### config.mk
export PLATFORM = sky130hd
export DESIGN_NAME = alu_issue_unit
export DESIGN_NICKNAME = d
export VERILOG_FILES = /design/src/rtl/alu_issue_unit.sv
export SDC_FILE = /design/constraint.sdc
export NUM_CORES = 1
export LEC_CHECK = 0
export CORE_UTILIZATION = 51
export DETAILED_ROUTE_END_ITERATION = 6
export PLACE_DENSITY = 0.84
export SYNTH_ARGS = -nofsm -noshare
export SYNTH_HDL_FRONTEND = slang
export SYNTH_SLANG_ARGS = --single-unit
### constraint.sdc
create_clock -name clk -period 1.87 [get_ports clk]
set_clock_uncertainty 0.15 [all_clocks]
set_input_delay 0.374 -clock clk [delete_from_list [all_inputs] [get_ports clk]]
set_output_delay 0.374 -clock clk [all_outputs]
set_load 0.02 [all_outputs]
### src/rtl/alu_issue_unit.sv
// rtl/alu_issue_unit.sv - operand issue and writeback stage in front of the 8-bit ALU
module alu_issue_unit #(
  parameter int DW = 8,
  parameter int AW = 3,
  parameter int CW = 4
) (
  input  logic          clk,
  input  logic          rst,
  input  logic          in_valid,
  output logic          in_ready,
  input  logic [CW-1:0] in_op,
  input  logic [AW-1:0] in_rd,
  input  logic [AW-1:0] in_rs,
  input  logic [AW-1:0] in_rt,
  output logic [CW-1:0] alu_ctrl,
  output logic [DW-1:0] alu_x,
  output logic [DW-1:0] alu_y,
  input  logic          alu_carry,
  input  logic [DW-1:0] alu_out,
  output logic          carry_flag,
  output logic          done,
  input  logic          pl_we,
  input  logic [AW-1:0] pl_addr,
  input  logic [DW-1:0] pl_data,
  input  logic [AW-1:0] dbg_addr,
  output logic [DW-1:0] dbg_data
);

  localparam int NREG = 1 << AW;

  typedef enum logic [1:0] {IDLE, EXEC, DONE} state_e;

  state_e        state_q, state_d;
  logic [CW-1:0] op_q;
  logic [AW-1:0] rd_q, rs_q, rt_q;
  logic [DW-1:0] rf_q [NREG];
  logic          carry_q;
  logic [CW-1:0] ctrl_hold_q;
  logic [DW-1:0] x_hold_q, y_hold_q;
  logic          accept, exec, wb_en;

  assign accept = in_ready & in_valid;
  assign exec   = (state_q == EXEC);
  assign wb_en  = exec && (rd_q != '0);

  // State register
  always_ff @(posedge clk) begin
    if (rst) state_q <= IDLE;
    else     state_q <= state_d;
  end

  // Next-state and handshake outputs: one accept, one ALU cycle, one done cycle
  always_comb begin
    state_d  = state_q;
    in_ready = 1'b0;
    done     = 1'b0;
    case (state_q)
      IDLE: begin
        in_ready = 1'b1;
        if (in_valid) state_d = EXEC;
      end
      EXEC:    state_d = DONE;
      DONE: begin
        done    = 1'b1;
        state_d = IDLE;
      end
      default: state_d = IDLE;
    endcase
  end

  // Latch the command fields on the accept handshake
  always_ff @(posedge clk) begin
    if (rst) begin
      op_q <= '0;
      rd_q <= '0;
      rs_q <= '0;
      rt_q <= '0;
    end else if (accept) begin
      op_q <= in_op;
      rd_q <= in_rd;
      rs_q <= in_rs;
      rt_q <= in_rt;
    end
  end

  // ALU drive: live register read in EXEC (file as of entering EXEC), held value otherwise
  always_comb begin
    alu_ctrl = ctrl_hold_q;
    alu_x    = x_hold_q;
    alu_y    = y_hold_q;
    if (exec) begin
      alu_ctrl = op_q;
      alu_x    = rf_q[rs_q];
      alu_y    = rf_q[rt_q];
    end
  end

  // Capture what was driven during EXEC so the ALU inputs stay stable afterwards
  always_ff @(posedge clk) begin
    if (rst) begin
      ctrl_hold_q <= '0;
      x_hold_q    <= '0;
      y_hold_q    <= '0;
    end else if (exec) begin
      ctrl_hold_q <= alu_ctrl;
      x_hold_q    <= alu_x;
      y_hold_q    <= alu_y;
    end
  end

  // Register file: preload first, writeback assigned last so it wins a same-register collision
  always_ff @(posedge clk) begin
    if (rst) begin
      for (int i = 0; i < NREG; i++) rf_q[i] <= '0;
    end else begin
      if (pl_we && (pl_addr != '0)) rf_q[pl_addr] <= pl_data;
      if (wb_en)                    rf_q[rd_q]    <= alu_out;
    end
  end

  // Carry is captured on every completed command, including ones targeting r0
  always_ff @(posedge clk) begin
    if (rst)       carry_q <= 1'b0;
    else if (exec) carry_q <= alu_carry;
  end

  assign carry_flag = carry_q;
  assign dbg_data   = rf_q[dbg_addr];

endmodule

==> flow_summary_export.csv, run 1 <==
group,metric,value,unit
timing,hold_viol,0,
synthesis,synth_top_area_cell,"edfxtp_1",
synthesis,synth_flop_cell,"edfxtp_1",
timing,fin_ws,-0.579,ns
power,p_comb_frac,0.263,
layout,design_area,9310,um2
synthesis,synth_compound_gate_area_share,0.168,
power,seqPwrFrac,0.424,
layout,area_growth,49.1,%
setup_path,timing.rr.start,"state_q[0]$_SDFFE_PP0P_",
setup_path,reg2reg_depth,7,
setup_path,path_max_fanout,8,
synthesis,synth_edf_count,64,
global_route,grtUsageTotal,0.346,
placed_design,dp_cells,817,
routing,routed_wl,22500,um
setup_path,crit_top_cell,"buf_12",
die,start_util,0.522,
run_status,status,"finished, violations left",
power,power_switching,1.82,mW
cts,clock_path_buffers,2,
cts,worstSkewPairLatency,0.35,ns
hold_path,holdPathStages,2,
die,die_w,113,um
global_route,grt_pass1_wl,32700,um
routing,first_pass_iters,5,
routing,viasPerCell,6.63,
cts,htreeDepth,3,
die,rows,40,
die,io_pins,71,
synthesis,yosys.area_share.simple,0.121,
synthesis,ys_ff_latch,106,
power,switching_share,0.282,
global_route,grt_pass1_vias,5869,
routing,routedWlPerCell,25.7,um
synthesis,synth_top_area_frac,0.308,
layout,layout.nets,762,
die,dieArea,12700,um2
hold_path,hold_class,"reg -> reg",
setup_path,cp.arrival,1.92,ns
setup_path,cp_cell_sequence,"buf_12, buf_12, mux2i_1, a22o_1, o31ai_2, buf_4",
timing,min_period_over_period,1.31,
cts,cts_tree,"yes",
setup_path,critPathCaptureType,"primary output",
setup_path,r2r-end,"rf_q[4][3]$_DFFE_PP_",
setup_path,slowest_delay,0.40,ns
placed_design,io_buffers,70,
synthesis,synth_cell_types,38,
placed_design,place_congestion,0.958,
cts,postCtsHoldBufs,0,
cts,cts.sinks,106,
setup_path,cp_top_family,"compound AO/OA/AOI/OAI gates",
placed_design,post_dp_cell_area,8210,um2
cts,cts_buffers,9,
power,clkPwrFrac,0.313,
cts,cts_root_buf,"clkbuf_16",
power,power_density,691,nW/um2
synthesis,synthCells,532,
synthesis,synthTopCellsByCount,"edfxtp_1, and3_1, a31o_2, mux2i_1, mux2_2",
run_status,violations,"negative setup slack",
timing,finalCriticalPeriod,2.45,ns
die,core,12000,um2
setup_path,critical_path_class,"reg -> out",
synthesis,yosysWarningCount,0,
synthesis,synthAdderAreaFrac,0,
power,peakVddDrop,0.000473,V
die,chipHeight,113,um
hold_path,holdPathEnd,"x_hold_q[1]$_SDFFE_PP0N_",
synthesis,ys_seq_area_frac,0.442,
cts,cts.clk_slew.worst_paths,0.07,ns
synthesis,yosys.cell_count.top_type,"edfxtp_1",
timing,max_freq,408,MHz
global_route,antenna_found_initial,0,
layout,instances_no_fill,874,
run,cap_violations,0,
synthesis,synthArstFlopShare,0,
power,leakage,3.97,nW
layout,diodes,0,
synthesis,syn_area,6250,um2
global_route,grt_max_degree,32,
synthesis,avgSynthCellArea,11.7,um2
layout,fillerInstances,695,
setup_path,critPathBufInv,3,
power,p_int,4.62,mW
synthesis,synth.area.top_cells,"edfxtp_1, dfxtp_1, mux2_2",
placed_design,place_hpwl,14200,um
setup_path,r2r_setup_slack,0.01,ns
setup_path,cp_slowest_cell,"dfxtp_4",
setup_path,required,1.35,ns
routing,antenna_left,0,
timing,rsz0062_at_grt,"true",
global_route,grt_overflow,0,
synthesis,synth_xor_area_frac,0,
timing,tns,-11.44,ns
hold_path,hold_path_startpoint,"x_hold_q[1]$_SDFFE_PP0N_",
synthesis,synth.mux.area_fraction,0.219,
setup_path,start_kind,"flop",
synthesis,synth_top_family_by_area,"multiplexers",
routing,vias,5796,
routing,drt_iter0_markers,535,
timing,slew_viol_final,0,
timing,setup-violations-final,28,
routing,drc,0,
layout,drive_gt1_frac,0.492,
what timing repair did:
item | 4_1_cts | 5_1_grt
endpoints found under the setup margin | 31 | 60
gates cloned | 5 | 4
resized for setup | 218 | 42
pin swaps | 15 | 12
setup buffers | 19 | 20
worst reg2reg max path, delay by kind of cell (launching register included):
family                 cells  cell delay (ns)
buffers and inverters      4             0.61
flip-flops                 1             0.34
AND/OR/NAND/NOR            2             0.31
AO/OA/AOI/OAI              1             0.21
sequential cells by signal (all words and copies together) (netlist names), named ones only:
register     count
rd_q             3
rt_q             3
op_q             4
rs_q             3
ctrl_hold_q      4
y_hold_q         8
rf_q            64
x_hold_q         8
carry_flag       1
state_q          2
cells in the final DEF (no fill, tap or decap), drive strengths merged, types with 2 or more instances in the layout:
cell type      count
nor2              20
nand2             26
clkinv             3
clkbuf            14
and3              56
clkdlybuf4s50     37
dfxtp             42
a211o              7
nor4b              2
dlygate4sd2        2
inv               19
o31ai             16
a22o              16
o22ai             16
and4bb             2
conb               8
nor2b             10
mux2i             46
buf              173
a31o              56
o32ai             16
nand2b             5
edfxtp            64
nor3               3
mux4              16
mux2              44
worst max-delay path by stage:
stage / from / endpoint / slack [ns] / cells after the start
2_1_floorplan: dbg_addr[0] / dbg_data[1] / -0.08 / 4
3_3_place_gp: dbg_addr[0] / dbg_data[7] / -1.09 / 5
3_5_place_dp: dbg_addr[0] / dbg_data[7] / -1.15 / 5
4_1_cts: flop / alu_y[7] / -0.52 / 6
5_1_grt: flop / alu_y[0] / -0.60 / 6
6_report: flop / alu_y[0] / -0.58 / 6
per-stage QoR:
stage                     setup WS, ns  hold slack, ns  utilization  power (mW)
after floorplan                -0.0842           0.283            -        3.49
after global placement           -1.09           0.291        0.686        4.09
after detailed placement         -1.15           0.297        0.686        4.15
after CTS                       -0.520           0.307        0.748        6.26
after global routing            -0.604           0.329        0.779        6.62
final                           -0.579           0.309        0.779        6.44
cells by family (layout without fill, tap and decap cells):
logic type / after synthesis / in the layout
other cells: 1 / 8
buf+inv: 63 / 250
simple gates: 129 / 130
mux: 106 / 106
compound gates: 127 / 127
flops: 106 / 106
area by class of cell:
type / instances / area (um2) / share of cell area
Inverter: 17 / 63.8 / 0.00685
Clock inverter: 6 / 61.3 / 0.00658
Tap cell: 147 / 184 / 0.0197
Multi-Input combinational cell: 371 / 3660 / 0.393
Clock buffer: 10 / 250 / 0.0269
Timing Repair Buffer: 217 / 2320 / 0.249
Sequential cell: 106 / 2770 / 0.298
metal layers:
| layer | GRT usage | wire length, um | vias to the layer above |
|---|---|---|---|
| met2 | 0.591 | 11200 | 388 |
| li1 | - | - | 2484 |
| met3 | 0.0691 | 2000 | 89 |
| met5 | 0 | 0 | - |
| met4 | 0.188 | 1110 | 0 |
| met1 | 0.410 | 8150 | 2835 |
power groups by stage:
| stage | combinational, mW | clock (mW) | sequential [mW] |
|---|---|---|---|
| detailed placement | 1.39 | 0 | 2.75 |
| floorplan | 0.779 | 0 | 2.71 |
| global placement | 1.35 | 0 | 2.74 |
| finish | 1.69 | 2.01 | 2.73 |
| CTS | 1.54 | 2.02 | 2.71 |
| global route | 1.76 | 2.13 | 2.73 |
Power figures use the tool's default switching activity.
==> run 2, diff against run 1 <==
Settings changed: CAP_MARGIN set to 10, TNS_END_PERCENT set to 50.
==> run 2 against run 1 <==
Against the previous run: via count up 0.60%; clock-buffer cell count unchanged; first-iteration DRC count up 13%; critical path type unchanged; highest routed layer unchanged; largest power group unchanged; the run still ends with negative setup slack left; critical endpoint is now alu_y[1]; worst hold slack better by 0.0022 ns.
==> flow_summary_export.csv, run 2 (same netlist as run 1, synthesis figures left out) <==
group,metric,value,unit
run_status,status,"finished, violations left",
run_status,violations,"negative setup slack",
power,power,6.46,mW
layout,largest_reg_flops,64,
die,core,12000,um2
die,die_w,113,um
routing,drt_iter0_markers,605,
global_route,grt_pass1_wl,33100,um
power,p_int,4.52,mW
die,start_util,0.522,
hold_path,hold_class,"reg -> reg",
layout,drive_gt1_frac,0.482,
layout,final_cell_mix,"buf_4, edfxtp_1, and3_1",
layout,largestRegisters,"rf_q (64), x_hold_q (8), y_hold_q (8)",
setup_path,critical_path_class,"reg -> out",
cts,clock_path_buffers,2,
setup_path,path_max_fanout,8,
cts,htreeDepth,3,
routing,first_pass_iters,7,
placed_design,pre_cts_ws,-1.11,ns
setup_path,r2r_setup_slack,0.05,ns
power,seqPwrFrac,0.423,
layout,area_growth,47.6,%
timing,setup-violations-final,28,
setup_path,timing.rr.start,"state_q[0]$_SDFFE_PP0P_",
routing,viasPerCell,6.74,
die,dieArea,12700,um2
die,io_pins,71,
routing,routed_wl,23700,um
power,leakage,3.92,nW
timing,hold_viol,0,
layout,fillerInstances,678,
placed_design,dp_cells,822,
cts,cts_buffers,9,
cts,cts.sinks,106,
global_route,grt_overflow,0,
routing,vias,5831,
placed_design,place_hpwl,14500,um
timing,finalCriticalPeriod,2.43,ns
setup_path,required,1.35,ns
cts,cts.clk_slew.worst_paths,0.08,ns
routing,routedWlPerCell,27.3,um
layout,design_area,9220,um2
timing,rsz0062_at_grt,"true",
layout,layout_commonest_cell,"buf_4",
power,peakVddDrop,0.000469,V
power,p_comb_frac,0.263,
placed_design,place_congestion,0.948,
layout,largest-register,"rf_q",
power,power_switching,1.94,mW
timing,min_period_over_period,1.30,
die,chipHeight,113,um
routing,antenna_left,0,
routing,drc,0,
cts,cts_tree,"yes",
hold_path,hold_path_startpoint,"x_hold_q[2]$_SDFFE_PP0N_",
placed_design,io_buffers,70,
timing,fin_ws,-0.557,ns
setup_path,start_kind,"flop",
die,rows,40,
power,switching_share,0.301,
setup_path,cp.arrival,1.90,ns
global_route,grtUsageTotal,0.353,
layout,diodes,0,
layout,instances_no_fill,865,
power,clkPwrFrac,0.314,
cts,worstSkewPairLatency,0.36,ns
placed_design,post_dp_cell_area,8240,um2
run,cap_violations,0,
cts,cts_root_buf,"clkbuf_16",
layout,layout.nets,753,
setup_path,critPathCaptureType,"primary output",
power,power_density,701,nW/um2
global_route,grt_max_degree,32,
timing,max_freq,412,MHz
timing,slew_viol_final,0,
global_route,antenna_found_initial,0,
global_route,grt_pass1_vias,5617,
[run 2: cell count changes in the layout (fill, tap and decap cells not counted), moves of 3 or more]
cell / change
buf_2: +3
buf_4: -4
mux2_2: -3
o22ai_4: +6
o22ai_2: -4
mux4_1: +3
mux4_2: -3
mux2_4: +3
[run 2: worst max-delay path, stage by stage (launching register included)]
cell,delay [ns]
dfxtp_4,0.40
buf_12,0.16
buf_6,0.12
mux2i_1,0.11
a22o_1,0.25
o31ai_2,0.30
buf_4,0.20
[run 2: power by group through the flow]
| stage | Clock (mW) | Sequential (mW) | Combinational [mW] |
|---|---|---|---|
| global route | 2.12 | 2.74 | 1.76 |
| CTS | 1.98 | 2.71 | 1.50 |
| floorplan | 0 | 2.71 | 0.775 |
| detailed placement | 0 | 2.75 | 1.40 |
| global placement | 0 | 2.75 | 1.36 |
| finish | 2.03 | 2.73 | 1.70 |
[run 2: per-stage QoR]
| stage | util | hold WS, ns | setup TNS [ns] |
|---|---|---|---|
| after floorplan | - | 0.283 | -1.40 |
| after global placement | 0.688 | 0.290 | -30.97 |
| after detailed placement | 0.688 | 0.295 | -35.69 |
| after CTS | 0.740 | 0.307 | -10.89 |
| after global routing | 0.771 | 0.327 | -12.28 |
| final | 0.771 | 0.311 | -11.45 |
[run 2: cell type report]
class / instances / area (um2) / share of cell area
clock buffers: 10 / 250 / 0.0271
clock inverters: 6 / 63.8 / 0.00692
inverters: 17 / 63.8 / 0.00692
multi-input cells: 370 / 3690 / 0.400
flip-flops and latches: 106 / 2770 / 0.301
well taps: 147 / 184 / 0.0199
repair buffers: 209 / 2190 / 0.238
[run 2: worst paths after layout]
path	to	cells after the start
worst max-delay path	alu_y[1]	6
worst min-delay path	x_hold_q[2]$_SDFFE_PP0N_	2
worst max register to register	rf_q[4][4]$_DFFE_PP_	5
worst min register to register	x_hold_q[2]$_SDFFE_PP0N_	2
[run 2: per-layer routing]
| metal | wire, um | part of all wire | track usage | up-vias |
|---|---|---|---|---|
| met1 | 8580 | 0.36 | 0.436 | 2818 |
| met2 | 11400 | 0.48 | 0.580 | 446 |
| met4 | 1290 | 0.054 | 0.212 | 0 |
| met3 | 2350 | 0.099 | 0.0632 | 104 |
| met5 | 0 | 0 | 0 | - |
| li1 | - | - | - | 2463 |
[run 2: what timing repair did]
item | in CTS | in global routing
setup endpoints to repair | 30 | 59
resized for setup | 203 | 55
pin swaps | 9 | 21
hold buffers | 0 | 0
cloned | 4 | 3
buffers inserted | 12 | 11
==> RTL change, RTL diff (config.mk and constraints of run 1) <==
`CW`: 4 -> 8.
--- a/src/rtl/alu_issue_unit.sv
+++ b/src/rtl/alu_issue_unit.sv
@@ -4,3 +4,3 @@
   parameter int AW = 3,
-  parameter int CW = 4
+  parameter int CW = 8
 ) (
Ports: changed (resized alu_ctrl and in_op); port bits go from 71 to 79. No check against the original RTL was run, so the function may have changed too.
==> RTL change against run 1 <==
The run still ends with setup timing left; largest cell class unchanged; sequential cell count grew 8; design area grew 10%; core utilization is 3.6 points higher; non-clock buffer count up 27; maximum frequency decreased by 1.1%; setup slack got worse by 26 ps; total power rose by 22%; synthesized area rose by 5.9%; hold slack worse by 15 ps; routed wire length is 11% higher; largest power group is now the clock network.
==> RTL change: results (changes against run 1) <==
# port buffers=78 (+11%); final setup vio count=35 (+25%); root buffer cell=clkbuf_16; worst slack, placed=-1200 ps (-44.5 ps); leakage=4.41 nW (+11%); GPL Wtd Cong=0.908 (-5.2%); latest clock arrival within the worst-skew pair=420 ps (+70 ps); share of cells above drive strength 1=51.8% (+2.6 points); post-CTS setup buffer count=34 (+15); failing checks=setup timing; DR iter-0 viols=640 (+20%); sequential area share after synthesis=44.2% (about the same); register share of the cell area=28.5% (-1.2 points); vias in the first global route=6,144 (+4.7%); H-tree depth=4 (+1); top cells by count, synth=64 x edfxtp_1, 56 x and3_1, 54 x a31o_2, 50 x dfxtp_1, 50 x mux2i_1; NumNets Final=824 (+8.1%); VDD IR-drop max=645 uV (+36%); multi-input gate share of total cell area=38.4% (-0.94 points); Routed WL=24,900 um (+11%); post-synthesis mux area share=21.9% (+0.075 points); first-pass GRT wire length=35,300 um (+8.0%); status=finished, violations left; HP Class=input pin to flip-flop; NetSw=2.24 mW (+23%); P_comb=1.93 mW (+14%); Seq. cell area=2930 um^2 (+5.8%); dpl cell area=8770 um^2 (+6.8%); number of clock buffers in the layout=20 (+10); multi-input gates=386 (+4.0%); DP HPWL=15,300 um (+7.3%); GRT met2 Usage=60.1% (+1.0 points); Clock buffers and inverters, area share=5.23% (+1.9 points); M3 GR Usage=8.37% (+1.5 points); Non-clk bufs=244 (+12%); post-cts resize count=282 (+29%); Num CTS Buffers=17 (+8); Seq pwr share=37.5% (-4.9 points); Critical Path AT=1950 ps (+30 ps); Final WS setup=-605 ps (-26.0 ps); Area contributors post-synth=edfxtp_1 29%, dfxtp_1 15%, mux2_2 8.2%; GRT Total Usage=36.5% (+1.9 points); Compound-Gate Fraction of Synth Area=16.9% (+0.088 points); pin count of the biggest net entering global routing=31 (-3.1%); Signal buf overhead=25.1% (+0.24 points); met1 usage=43.4% (+2.3 points)
[RTL change: cell types whose count changed after synthesis, moves of 5 or more]
cell and change:
o32ai_2 +9, buf_2 +5, dfxtp_1 +8, o32ai_1 -9
[RTL change: stage by stage]
step                util (%)  std cells  power, mW
CTS                     80.1        950       7.67
detailed placement      69.5        877       4.47
floorplan                  -        565       3.74
global placement        69.5        877       4.42
finish                  81.5        965       7.82
global route            81.5        965       8.02
[RTL change: path summary, 6_finish.rpt]
kind / from / endpoint / depth (start not counted) / slack [ps]
hold / removal: rst / rd_q[2]$_SDFFE_PP0N_ / 4 / 290
hold reg to reg: y_hold_q[0]$_SDFFE_PP0N_ / y_hold_q[0]$_SDFFE_PP0N_ / 2 / 330
setup / recovery: flip-flop / alu_y[5] / 6 / -600
setup reg to reg: flip-flop / y_hold_q[5]$_SDFFE_PP0N_ / 7 / -20
[RTL change: layer usage]
metal,up-vias,wire [um]
li1,2636,-
met1,3022,9180
met2,443,12100
met3,132,2210
met4,0,1490
met5,-,0
